### src/rtl/mac_vector_array.sv
// mac_vector_array: LANES independent dot products of length LEN.
// Operand beats stream in over a valid/ready handshake. Each lane has a
// multiply stage and an accumulate stage. After LEN beats the per-lane sums
// are offered on a valid/ready output handshake. Signed operation,
// saturation and sticky per-lane overflow flags are selected by parameters.

module mac_vector_array #(
    parameter int DATA_WIDTH = 8,
    parameter int LANES      = 4,
    parameter int LEN        = 8,
    parameter int ACC_WIDTH  = DATA_WIDTH * 3,
    parameter bit SIGNED     = 1'b0,
    parameter bit SAT        = 1'b0
) (
    input  logic                          clk,
    input  logic                          rst_n,
    input  logic                          Clr,
    input  logic                          in_valid,
    output logic                          in_ready,
    input  logic [LANES*DATA_WIDTH-1:0]   Ain,
    input  logic [LANES*DATA_WIDTH-1:0]   Bin,
    output logic                          out_valid,
    input  logic                          out_ready,
    output logic [LANES*ACC_WIDTH-1:0]    Cout,
    output logic [LANES-1:0]              ovf,
    output logic [$clog2(LEN+1)-1:0]      beat_cnt
);

    localparam int PW = 2 * DATA_WIDTH;
    localparam int CW = $clog2(LEN + 1);

    // Ones in the low PW bits; its complement is the sign-extension mask.
    localparam logic [ACC_WIDTH-1:0] LOW_ONES  = {ACC_WIDTH{1'b1}} >> (ACC_WIDTH - PW);
    localparam logic [ACC_WIDTH-1:0] ACC_MAX_U = {ACC_WIDTH{1'b1}};
    localparam logic [ACC_WIDTH-1:0] ACC_MAX_S = ACC_MAX_U >> 1;
    localparam logic [ACC_WIDTH-1:0] ACC_MIN_S = ~ACC_MAX_S;

    typedef enum logic [1:0] {ACCUM, DRAIN, DONE} state_t;

    state_t               state;
    logic                 p_valid;
    logic                 accept;
    logic                 handshake;
    logic [PW-1:0]        prod     [LANES];
    logic [PW-1:0]        mul      [LANES];
    logic [ACC_WIDTH-1:0] acc      [LANES];
    logic [ACC_WIDTH-1:0] acc_next [LANES];
    logic [LANES-1:0]     lane_ovf;

    // Operands are widened to the product width so a plain PW x PW multiply
    // truncated to PW bits gives the exact signed or unsigned product.
    function automatic logic [PW-1:0] widen_op(input logic [DATA_WIDTH-1:0] v);
        return {{DATA_WIDTH{SIGNED && v[DATA_WIDTH-1]}}, v};
    endfunction

    function automatic logic [ACC_WIDTH-1:0] widen_prod(input logic [PW-1:0] p);
        logic [ACC_WIDTH-1:0] r;
        r = ACC_WIDTH'(p);
        if (SIGNED && p[PW-1]) r = r | ~LOW_ONES;
        return r;
    endfunction

    // Returns {overflow, next accumulator value} for one lane.
    function automatic logic [ACC_WIDTH:0] add_lane(input logic [ACC_WIDTH-1:0] a,
                                                    input logic [ACC_WIDTH-1:0] p);
        logic [ACC_WIDTH:0]   full;
        logic [ACC_WIDTH-1:0] sum;
        logic                 o;
        full = {1'b0, a} + {1'b0, p};
        sum  = full[ACC_WIDTH-1:0];
        o    = 1'b0;
        if (SIGNED) begin
            if ((a[ACC_WIDTH-1] == p[ACC_WIDTH-1]) && (sum[ACC_WIDTH-1] != a[ACC_WIDTH-1])) begin
                o = 1'b1;
                if (SAT) sum = a[ACC_WIDTH-1] ? ACC_MIN_S : ACC_MAX_S;
            end
        end else if (full[ACC_WIDTH]) begin
            o = 1'b1;
            if (SAT) sum = ACC_MAX_U;
        end
        return {o, sum};
    endfunction

    assign in_ready  = (state == ACCUM) && !Clr;
    assign accept    = in_valid && in_ready;
    assign out_valid = (state == DONE);
    assign handshake = out_valid && out_ready;

    for (genvar g = 0; g < LANES; g++) begin : g_cout
        assign Cout[g*ACC_WIDTH +: ACC_WIDTH] = acc[g];
    end

    // Per-lane product of the incoming beat and next accumulator value.
    always_comb begin
        lane_ovf = '0;
        for (int i = 0; i < LANES; i++) begin
            mul[i] = widen_op(Ain[i*DATA_WIDTH +: DATA_WIDTH]) *
                     widen_op(Bin[i*DATA_WIDTH +: DATA_WIDTH]);
            {lane_ovf[i], acc_next[i]} = add_lane(acc[i], widen_prod(prod[i]));
        end
    end

    // Control FSM: counts accepted beats, drains the last product, holds the result.
    always_ff @(posedge clk or negedge rst_n) begin
        if (!rst_n) begin
            state    <= ACCUM;
            beat_cnt <= '0;
        end else if (Clr) begin
            state    <= ACCUM;
            beat_cnt <= '0;
        end else begin
            case (state)
                ACCUM: begin
                    if (accept) begin
                        if (beat_cnt == CW'(LEN - 1)) begin
                            beat_cnt <= '0;
                            state    <= DRAIN;
                        end else begin
                            beat_cnt <= beat_cnt + CW'(1);
                        end
                    end
                end
                DRAIN:   state <= DONE;
                DONE:    if (out_ready) state <= ACCUM;
                default: state <= ACCUM;
            endcase
        end
    end

    // Datapath: multiply stage, accumulate stage and sticky overflow flags.
    always_ff @(posedge clk or negedge rst_n) begin
        if (!rst_n) begin
            p_valid <= 1'b0;
            ovf     <= '0;
            for (int i = 0; i < LANES; i++) begin
                prod[i] <= '0;
                acc[i]  <= '0;
            end
        end else if (Clr) begin
            p_valid <= 1'b0;
            ovf     <= '0;
            for (int i = 0; i < LANES; i++) begin
                prod[i] <= '0;
                acc[i]  <= '0;
            end
        end else begin
            p_valid <= accept;
            for (int i = 0; i < LANES; i++) begin
                if (accept) prod[i] <= mul[i];
            end
            if (handshake) begin
                p_valid <= 1'b0;
                ovf     <= '0;
                for (int i = 0; i < LANES; i++) acc[i] <= '0;
            end else if (p_valid) begin
                ovf <= ovf | lane_ovf;
                for (int i = 0; i < LANES; i++) acc[i] <= acc_next[i];
            end
        end
    end

endmodule
### config.mk
export PLATFORM = sky130hd
export DESIGN_NAME = mac_vector_array
export DESIGN_NICKNAME = d
export VERILOG_FILES = /design/src/rtl/mac_vector_array.sv
export SDC_FILE = /design/constraint.sdc
export NUM_CORES = 1
export LEC_CHECK = 0
export BUFFER_PORTS_ARGS = -buffer_cell sky130_fd_sc_hd__buf_4
export CAP_MARGIN = 20
export CORE_MARGIN = 3
export CORE_UTILIZATION = 55
export CTS_CLUSTER_DIAMETER = 80
export DETAILED_ROUTE_END_ITERATION = 10
export GPL_TIMING_DRIVEN = 0
export PLACE_DENSITY_LB_ADDON = 0.1
export SLEW_MARGIN = 20
export SYNTH_ARGS = -nofsm -noshare
export SYNTH_HDL_FRONTEND = slang
export SYNTH_SLANG_ARGS = --single-unit
### constraint.sdc
create_clock -name clk -period 3.7 [get_ports clk]
set_clock_uncertainty 0.1 [all_clocks]
set_input_delay 0.74 -clock clk [delete_from_list [all_inputs] [get_ports clk]]
set_output_delay 0.74 -clock clk [all_outputs]
set_load 0.05 [all_outputs]
==> results.txt, run 1 <==
The run finished, with violations left. The final reports fail on setup timing. The final worst-path cycle share is 1.140.

In this run the number of H-tree levels came out at 4. The die is 188.0 um wide. In this run the worst hold path is classified as in -> async. Entering global routing, the biggest net connects 74 pins. For the area inside the core boundary, the log shows 32,620 um2. The number of global-route vias before repair is 15.81k. The worst setup path category is in -> reg.

The number of synthesized flops with an enable pin was 0; the count of mapped cells out of synthesis was 2,048. The total power density per cell area works out to 482.3 nW/um2. The maximum fanout count along the critical path works out to 8. STA classifies the critical path startpoint as a primary input. CTS placed an instance of clkbuf_16 at the clock tree root. The maximum clock rate was 237.2 MHz; the slew at the pin with the worst max-slew slack was 1.181 ns. The fraction of the yosys area taken by sequential cells is 0.2350, and the number of synthesized register bits is 171. During I/O placement, the number of pins put on the boundary was 175. Detail-routed via count per cell: 5.748.

The floorplan step defined a die boundary enclosing 35,330 um2. The data arrival time at the worst-slack endpoint is 4.49 ns. The wire length of the first global-routing pass came out at 80,800 um. The number of different library cells in the post-synthesis netlist came out at 65.

The post-DP HPWL came out at 38,280 um. The clock insertion delay at the later pin of the skew report is 0.44 ns. The proportion of layout cells with a drive suffix above 1 came out at 0.1975.

The post-layout minimum cycle time works out to 4.217 ns. The initialized floorplan defines 66 standard-cell rows. The run gives 5 as the detailed-router iteration count before antenna repair.

By area the synthesized netlist is led by dfrtp_1 (23%), fa_1 (16%), ha_1 (14%). For the number of design-rule violations left by the first detailed-router iteration, the log shows 1,051. The final critical-path setup slack is -0.5165 ns, and the vertical die dimension is 188.0 um.

Predominant post-synthesis flop cell: dfrtp_1. The repair_antennas step left the layout with diodes totalling 0. The run gives 0 as the remaining number of nets flagged by the antenna check after routing.

The logs give 15.78k for the count of vias placed by the detailed router and 2,474 for the number of nets produced by synthesis. The routed design has 50,090 um of wire. The biggest area contributor in the post-synthesis netlist is dfrtp_1. Setup violations remaining at the end of the flow were counted as 31. For the final routed database, the setup TNS stands at -10.30 ns. The tools report the total number of yosys warnings as 0. By instance count, the cell type seen most on the critical path is fa_1.

For the worst setup path, the data required time is 3.97 ns. Dividing the synthesized area by the synthesized cell count gives 8.893 um2. The top cell type's share of synthesized area was 0.2350. The critical path goes through buf_4, nand2_1, fa_1, fa_1, inv_1, fa_1, inv_2, fa_1, inv_2, ha_4, o41a_1, buf_4, a221oi_4, xnor2_1, nand2_1, a21oi_2.

The initial antenna violation count came out at 0. In the routed design, unresolved DRC markers number 0. TritonCTS built the clock tree. After clock tree synthesis, the flow added hold-fix buffers numbering 0.

Setup repair after global routing could not meet its margin everywhere. Share of flip-flops with an asynchronous set or reset: 1.000. For the total count of max-transition violations in the final report, the log shows 0. The clock passes through at most 2 buffers.

For the count of fill cells added during filler insertion, the log shows 2,681. In this run the static leakage power is 11.05 nW. The initial core utilization came out at 0.5583. Counting tap cells, the placed design contains a total of 2,665 instances. The tools report the endpoint class of the critical path as a flip-flop.

Clock tree synthesis found a total of 171 sinks. For the peak supply drop, the log shows 0.0003389 V. In this run, CTS created clock tree buffers numbering 17. Port buffering added 173 buffers. At the end of routability-driven placement, the weighted congestion stood at 0.9218. The logs give 0 for the final global-route overflow total and 0.2828 for the all-layer global routing usage. The slowest library cell on the worst path is fa_1. The total power consumption of the routed design is 10.69 mW, and the worst relative slew slack is 0.2127. The maximum cell stage delay along the critical path works out to 0.55 ns. The mean routed wirelength per cell was 18.24 um; the count of final hold-check violations was 0.

The finished layout holds 2,746 standard cells, fillers aside. At the end of the flow, the number of nets in the layout was 2,717. The combined area of all synthesized cells came out at 18,210 um2. The clock-pin transition on the worst setup and hold timing paths is 0.07 ns, and the signed area change from the synthesized netlist to the final layout is 21.75%. Across the run, the number of max-cap violations was 0.
-- routing by layer --
layer / vias to the layer above / global-route usage / part of all wire
li1: 7405 / - / -
met1: 7806 / 0.4018 / 0.45
met2: 503 / 0.4507 / 0.46
met3: 69 / 0.04300 / 0.062
met4: 0 / 0.08369 / 0.027
met5: - / 0 / 0
-- worst max-delay path: cells and delay by family --
kind | cells | cell delay (ns)
adder cells (fa/ha/maj) | 5 | 2.20
buffers and inverters | 5 | 0.43
AND/OR/NAND/NOR | 2 | 0.18
AO/OA/AOI/OAI | 3 | 0.78
XOR/XNOR | 1 | 0.15
-- synth_stat cells (all sizes together) (3+ instances only) --
library cell	instances
mux2i	39
nand3b	5
a21o	45
nor3b	4
nor4b	3
clkbuf	35
ha	209
nand2	227
or3	6
a221oi	4
fa	148
nor3	21
o21a	15
a41oi	3
o21ai	60
dfrtp	171
nand4b	3
o22ai	4
o41a	3
o211ai	17
nand2b	3
a31oi	11
nand4	17
o2111ai	4
a21boi	3
and3	13
nor2	145
and2	211
o41ai	3
a41o	4
xor2	36
nand3	30
and4	7
o21bai	10
nor2b	4
xnor2	66
a211o	3
a21oi	161
a31o	5
inv	217
or4	5
buf	13
a211oi	39
-- registers in the layout (all words and copies together) (netlist names) --
| name | cells |
|---|---|
| Cout | 96 |
| beat_cnt | 4 |
| ovf | 4 |
| p_valid | 1 |
| prod | 64 |
| state | 2 |
-- cell type report --
class | count | area [um2] | share of cell area
inverter | 218 | 820.8 | 0.03702
multi-input combinational | 1611 | 13780 | 0.6213
timing repair buffer | 224 | 2027 | 0.09141
clock buffer | 22 | 464.2 | 0.02093
sequential | 171 | 4279 | 0.1930
clock inverter | 10 | 68.82 | 0.003103
tap | 442 | 553.0 | 0.02494
buffer | 48 | 185.2 | 0.008351
-- what timing repair did --
| action | CTS | global route |
|---|---|---|
| setup endpoints to repair | 32 | 36 |
| setup buffers | 38 | 12 |
| pin swaps | 111 | 82 |
| resized for setup | 117 | 82 |
-- final timing paths --
kind | startpoint | endpoint | slack (ns) | cells past startpoint
setup / recovery | Ain[17] | prod[28] | -0.52 | 16
hold / removal | rst_n | Cout[0] | 0.07 | 1
hold reg to reg | ovf[0] | ovf[0] | 0.39 | 1
setup reg to reg | state[1] | beat_cnt[1] | 0.68 | 7
min in group clk | ovf[0] | ovf[0] | 0.39 | 1
max in group asynchronous | rst_n | Cout[56] | 2.72 | 2
-- power by group --
group	switching [mW]	total, mW	internal, mW
registers	0.196	2.30	2.11
logic	3.59	6.70	3.10
clock network	0.800	1.69	0.894
total	4.59	10.7	6.11
-- cells in the final DEF, fill, tap and decap left out, types with 10 or more instances in the layout --
cell type    n
fa_2        11
nand3_1     29
and2_1     167
a21oi_1    124
xnor2_1     58
inv_2       19
ha_1       189
and2_4      44
a31oi_1     10
and3_1      13
a21oi_2     33
ha_4        20
nand2_1    213
clkbuf_1    38
clkbuf_16   17
o21ai_0     46
buf_4      166
inv_1      197
dfrtp_1    171
o21a_1      15
o211ai_1    17
a21o_1      43
nor2_1     142
buf_6       40
fa_1       137
mux2i_1     39
nor3_1      19
nand2_2     13
a211oi_1    33
nand4_1     17
xor2_1      36
-- kinds of logic (layout without fill, tap and decap cells) --
family,after synthesis,in the layout,share of synthesized area
buf+inv,266,522,0.05510
simple gates,707,707,0.1913
compound gates,406,406,0.1419
fa+ha+maj,357,357,0.3063
xor+xnor,102,102,0.04905
flops,171,171,0.2350
mux,39,39,0.02143
-- metrics by stage --
step	hold WS [ns]	setup WS [ns]	utilization	area [um2]
finish	0.07064	-0.5165	0.6798	22170
global route	0.07727	-0.6934	0.6798	22170
CTS	0.07434	-0.5684	0.6674	21770
detailed placement	0.3852	-1.164	0.6290	20520
global placement	0.3764	-1.055	0.6271	20450
floorplan	0.3444	-0.7161	-	18600
Note: power is estimated with default switching activity, not from simulation.
==> run 2, diff against run 1 <==
--- a/config.mk
+++ b/config.mk
@@ -7,8 +7,11 @@
 export LEC_CHECK = 0
 export BUFFER_PORTS_ARGS = -buffer_cell sky130_fd_sc_hd__buf_4
 export CAP_MARGIN = 20
+export CELL_PAD_IN_SITES_DETAIL_PLACEMENT = 1
+export CELL_PAD_IN_SITES_GLOBAL_PLACEMENT = 1
+export CORE_ASPECT_RATIO = 0.5
 export CORE_MARGIN = 3
-export CORE_UTILIZATION = 55
+export CORE_UTILIZATION = 51
 export CTS_CLUSTER_DIAMETER = 80
 export DETAILED_ROUTE_END_ITERATION = 10
 export GPL_TIMING_DRIVEN = 0
==> results.txt, run 2 (synthesized netlist as in run 1, its figures left out) <==
The run finished, with violations left. The final reports fail on setup timing. Across all layers, the routed design uses 17.20k vias. The tools report the total count of max-transition violations in the final report as 0. The register with the most flip-flops in the layout has 96 of them. The post-layout minimum cycle time was 4.588 ns. The library cells used most frequently in the layout, excluding fill and tap cells, are nand2_1 (212), inv_1 (188), ha_1 (186).

The floorplan has 48 rows. Counting tap cells, the placed design contains a total of 2,697 instances. The routed design has 71,310 um of wire.

175 I/O pins were placed. The final worst-path cycle share is 1.240, and the maximum clock rate is 217.9 MHz. The number of buffers and inverters on the critical path is 4.

The mean routed wirelength per cell works out to 25.64 um. The worst setup path is launched from a primary input. The tree is rooted in a clkbuf_16. The number of nets in the layout is 2,719.

The data arrival time at the worst-slack endpoint was 4.87 ns; the post-DP HPWL was 44,630 um. The run gives 0.6501 as the final core area utilization. Routability-driven placement finished with a final weighted congestion of 0.9107. The count of final hold-check violations was 0; the wire length of the first global-routing pass was 98,700 um.

For this design the ratio of total power to cell area is 568.5 nW/um2. For the worst-skew pair, the clock arrives at the later sink with an insertion delay of 0.46 ns. In this run the static leakage power is 11.21 nW. The worst relative slew slack came out at 0.2196. In the final timing run, aggregate negative setup slack is -20.64 ns. The initial antenna violation count was 1; the horizontal die dimension was 273.2 um.

The count of port buffers added during placement was 173; the non-filler instance count after layout was 2,781. The combinational cell fraction of total power is 0.670, and the number of H-tree levels is 4. The type of the most critical hold path is in -> async. In this run the power spent charging and discharging nets is 6.060 mW. The cell with the most instances on the worst path is fa_1. The internal portion of total power is 6.814 mW, and the relative contribution of sequential cells to total power is 0.183.

TritonCTS built the clock tree. Kind of cell with the highest combined delay on the critical path: adder cells. For the all-layer global routing usage, the log shows 0.3308. The vertical die dimension was 139.6 um. Along the worst path, the maximum fanout reaches 8. The number of clock buffers inserted by TritonCTS was 17; the proportion of layout cells with a drive suffix above 1 was 0.2165. The area growth from synthesis to layout is 24.33%. The worst setup path is captured at a flip-flop. The count of nets left with antenna violations once routing finished came out at 0. For the storage element area, the log shows 4279 um2. In this run the register-to-register setup slack is 0.59 ns. The tools report the fraction of power consumed by the clock network as 0.147.

Setup repair after global routing could not meet its margin everywhere. Among all stages on the critical path, the largest delay is contributed by fa_1. The switching portion of total power was 0.4707; the detailed-router iteration count before antenna repair was 5.

The final critical-path setup slack came out at -0.8884 ns. The run gives 1,304 as the number of design-rule violations left by the first detailed-router iteration. The layout has 3,893 filler cells. For this run, the slowest stage of the critical path takes 0.56 ns.

For the area occupied by multi-input gates, the log shows 14,040 um2. No sink is reached through more buffers than the 2 on the longest clock path. The detail-routed via count per cell came out at 6.186. Clock-pin slew was measured on the worst setup and hold paths at 0.08 ns. At the pin with the least slew margin, the transition time is 1.171 ns. The run gives 38 as the total setup violations reported at the end of the flow. Area inside the core boundary: 34,830 um2.

The library cell used most frequently in the layout, excluding fill and tap cells, is nand2_1. The die covers 38,150 um2. In this run, post-CTS hold repair placed 0 buffers. The tools report the critical path required time as 3.98 ns.

The reported max-cap violation count is 0, and the DRC violation count after routing is 0. The logs give 0.5228 for the initial core utilization and 17.72k for the number of global-route vias before repair. The tools report the maximum number of pins on one net before global-route repair as 98. The tools report the number of sinks driven by the clock tree as 171.

Traced cell by cell, the critical path runs through buf_12, and2_4, fa_1, fa_1, fa_1, inv_1, fa_1, inv_2, ha_4, nor2_2, nor2_1, o41a_1, a21oi_2, buf_4, xnor2_2, nand2_2, a21oi_2. The peak supply drop was 0.0003566 V. The tools report the final global-route overflow total as 0. Worst setup path category: in -> reg. Across all hold checks on the routed design, the worst slack comes to 0.1839 ns.
run 2: cell types whose count changed in the layout (fill, tap and decap cells not counted), sizes merged:
| cell | delta |
|---|---|
| clkinvlp | -2 |
| inv | +3 |
| buf | +2 |
| bufinv | +2 |
| clkinv | -1 |
| diode | +1 |
| clkbuf | -3 |
run 2: power by group through the flow:
| stage | registers, mW | logic (mW) | clock network [mW] |
|---|---|---|---|
| 6_report | 2.36 | 8.63 | 1.89 |
| 5_1_grt | 2.37 | 9.09 | 1.96 |
| 4_1_cts | 2.34 | 6.85 | 1.87 |
| 3_5_place_dp | 2.37 | 6.01 | 0 |
| 3_3_place_gp | 2.36 | 5.72 | 0 |
| 2_1_floorplan | 2.47 | 4.25 | 0 |
run 2: through the flow:
| step | instance area, um2 | total power [mW] | worst slack [ns] |
|---|---|---|---|
| 5_1_grt | 22640 | 13.42 | -0.9627 |
| 6_report | 22640 | 12.87 | -0.8884 |
| 2_1_floorplan | 18600 | 6.721 | -0.7161 |
| 4_1_cts | 22020 | 11.05 | -0.6829 |
| 3_5_place_dp | 20530 | 8.375 | -1.404 |
| 3_3_place_gp | 20500 | 8.081 | -1.190 |
run 2: per-layer routing:
| layer | vias up | wire (um) | GRT usage |
|---|---|---|---|
| li1 | 7397 | - | - |
| met1 | 8809 | 28320 | 0.4205 |
| met2 | 757 | 35250 | 0.5730 |
| met3 | 240 | 4581 | 0.05875 |
| met4 | 0 | 3165 | 0.1079 |
| met5 | - | 0 | 0 |
run 2: final timing paths:
path,startpoint,endpoint,depth (start not counted)
max,Ain[6],prod[58],17
min,rst_n,prod[52],1
min reg2reg,ovf[0],ovf[0],1
min in group clk,ovf[0],ovf[0],1
max in group asynchronous,rst_n,prod[32],2
max reg2reg,state[1],prod[51],7
run 2: timing repair:
item | CTS | global route
buffers inserted | 32 | 23
cloned | 0 | 0
resized for setup | 176 | 107
endpoints found under the setup margin | 32 | 39
pin swaps | 96 | 96
run 2: final cells by class:
class / count / area share
Clock inverter: 12 / 0.006133
Tap cell: 475 / 0.02625
Buffer: 48 / 0.008178
Antenna cell: 1 / 0.0001105
Sequential cell: 171 / 0.1890
Inverter: 218 / 0.03636
Clock buffer: 19 / 0.01956
Multi-Input combinational cell: 1611 / 0.6202
Timing Repair Buffer: 226 / 0.09421
run 2: worst reg2reg max path, delay by kind of cell, from the launching register on:
kind                   cells  cell delay, ns
buffers and inverters      3            1.84
AND/OR/NAND/NOR            3            0.47
flip-flops                 1            0.42
AO/OA/AOI/OAI              1            0.19
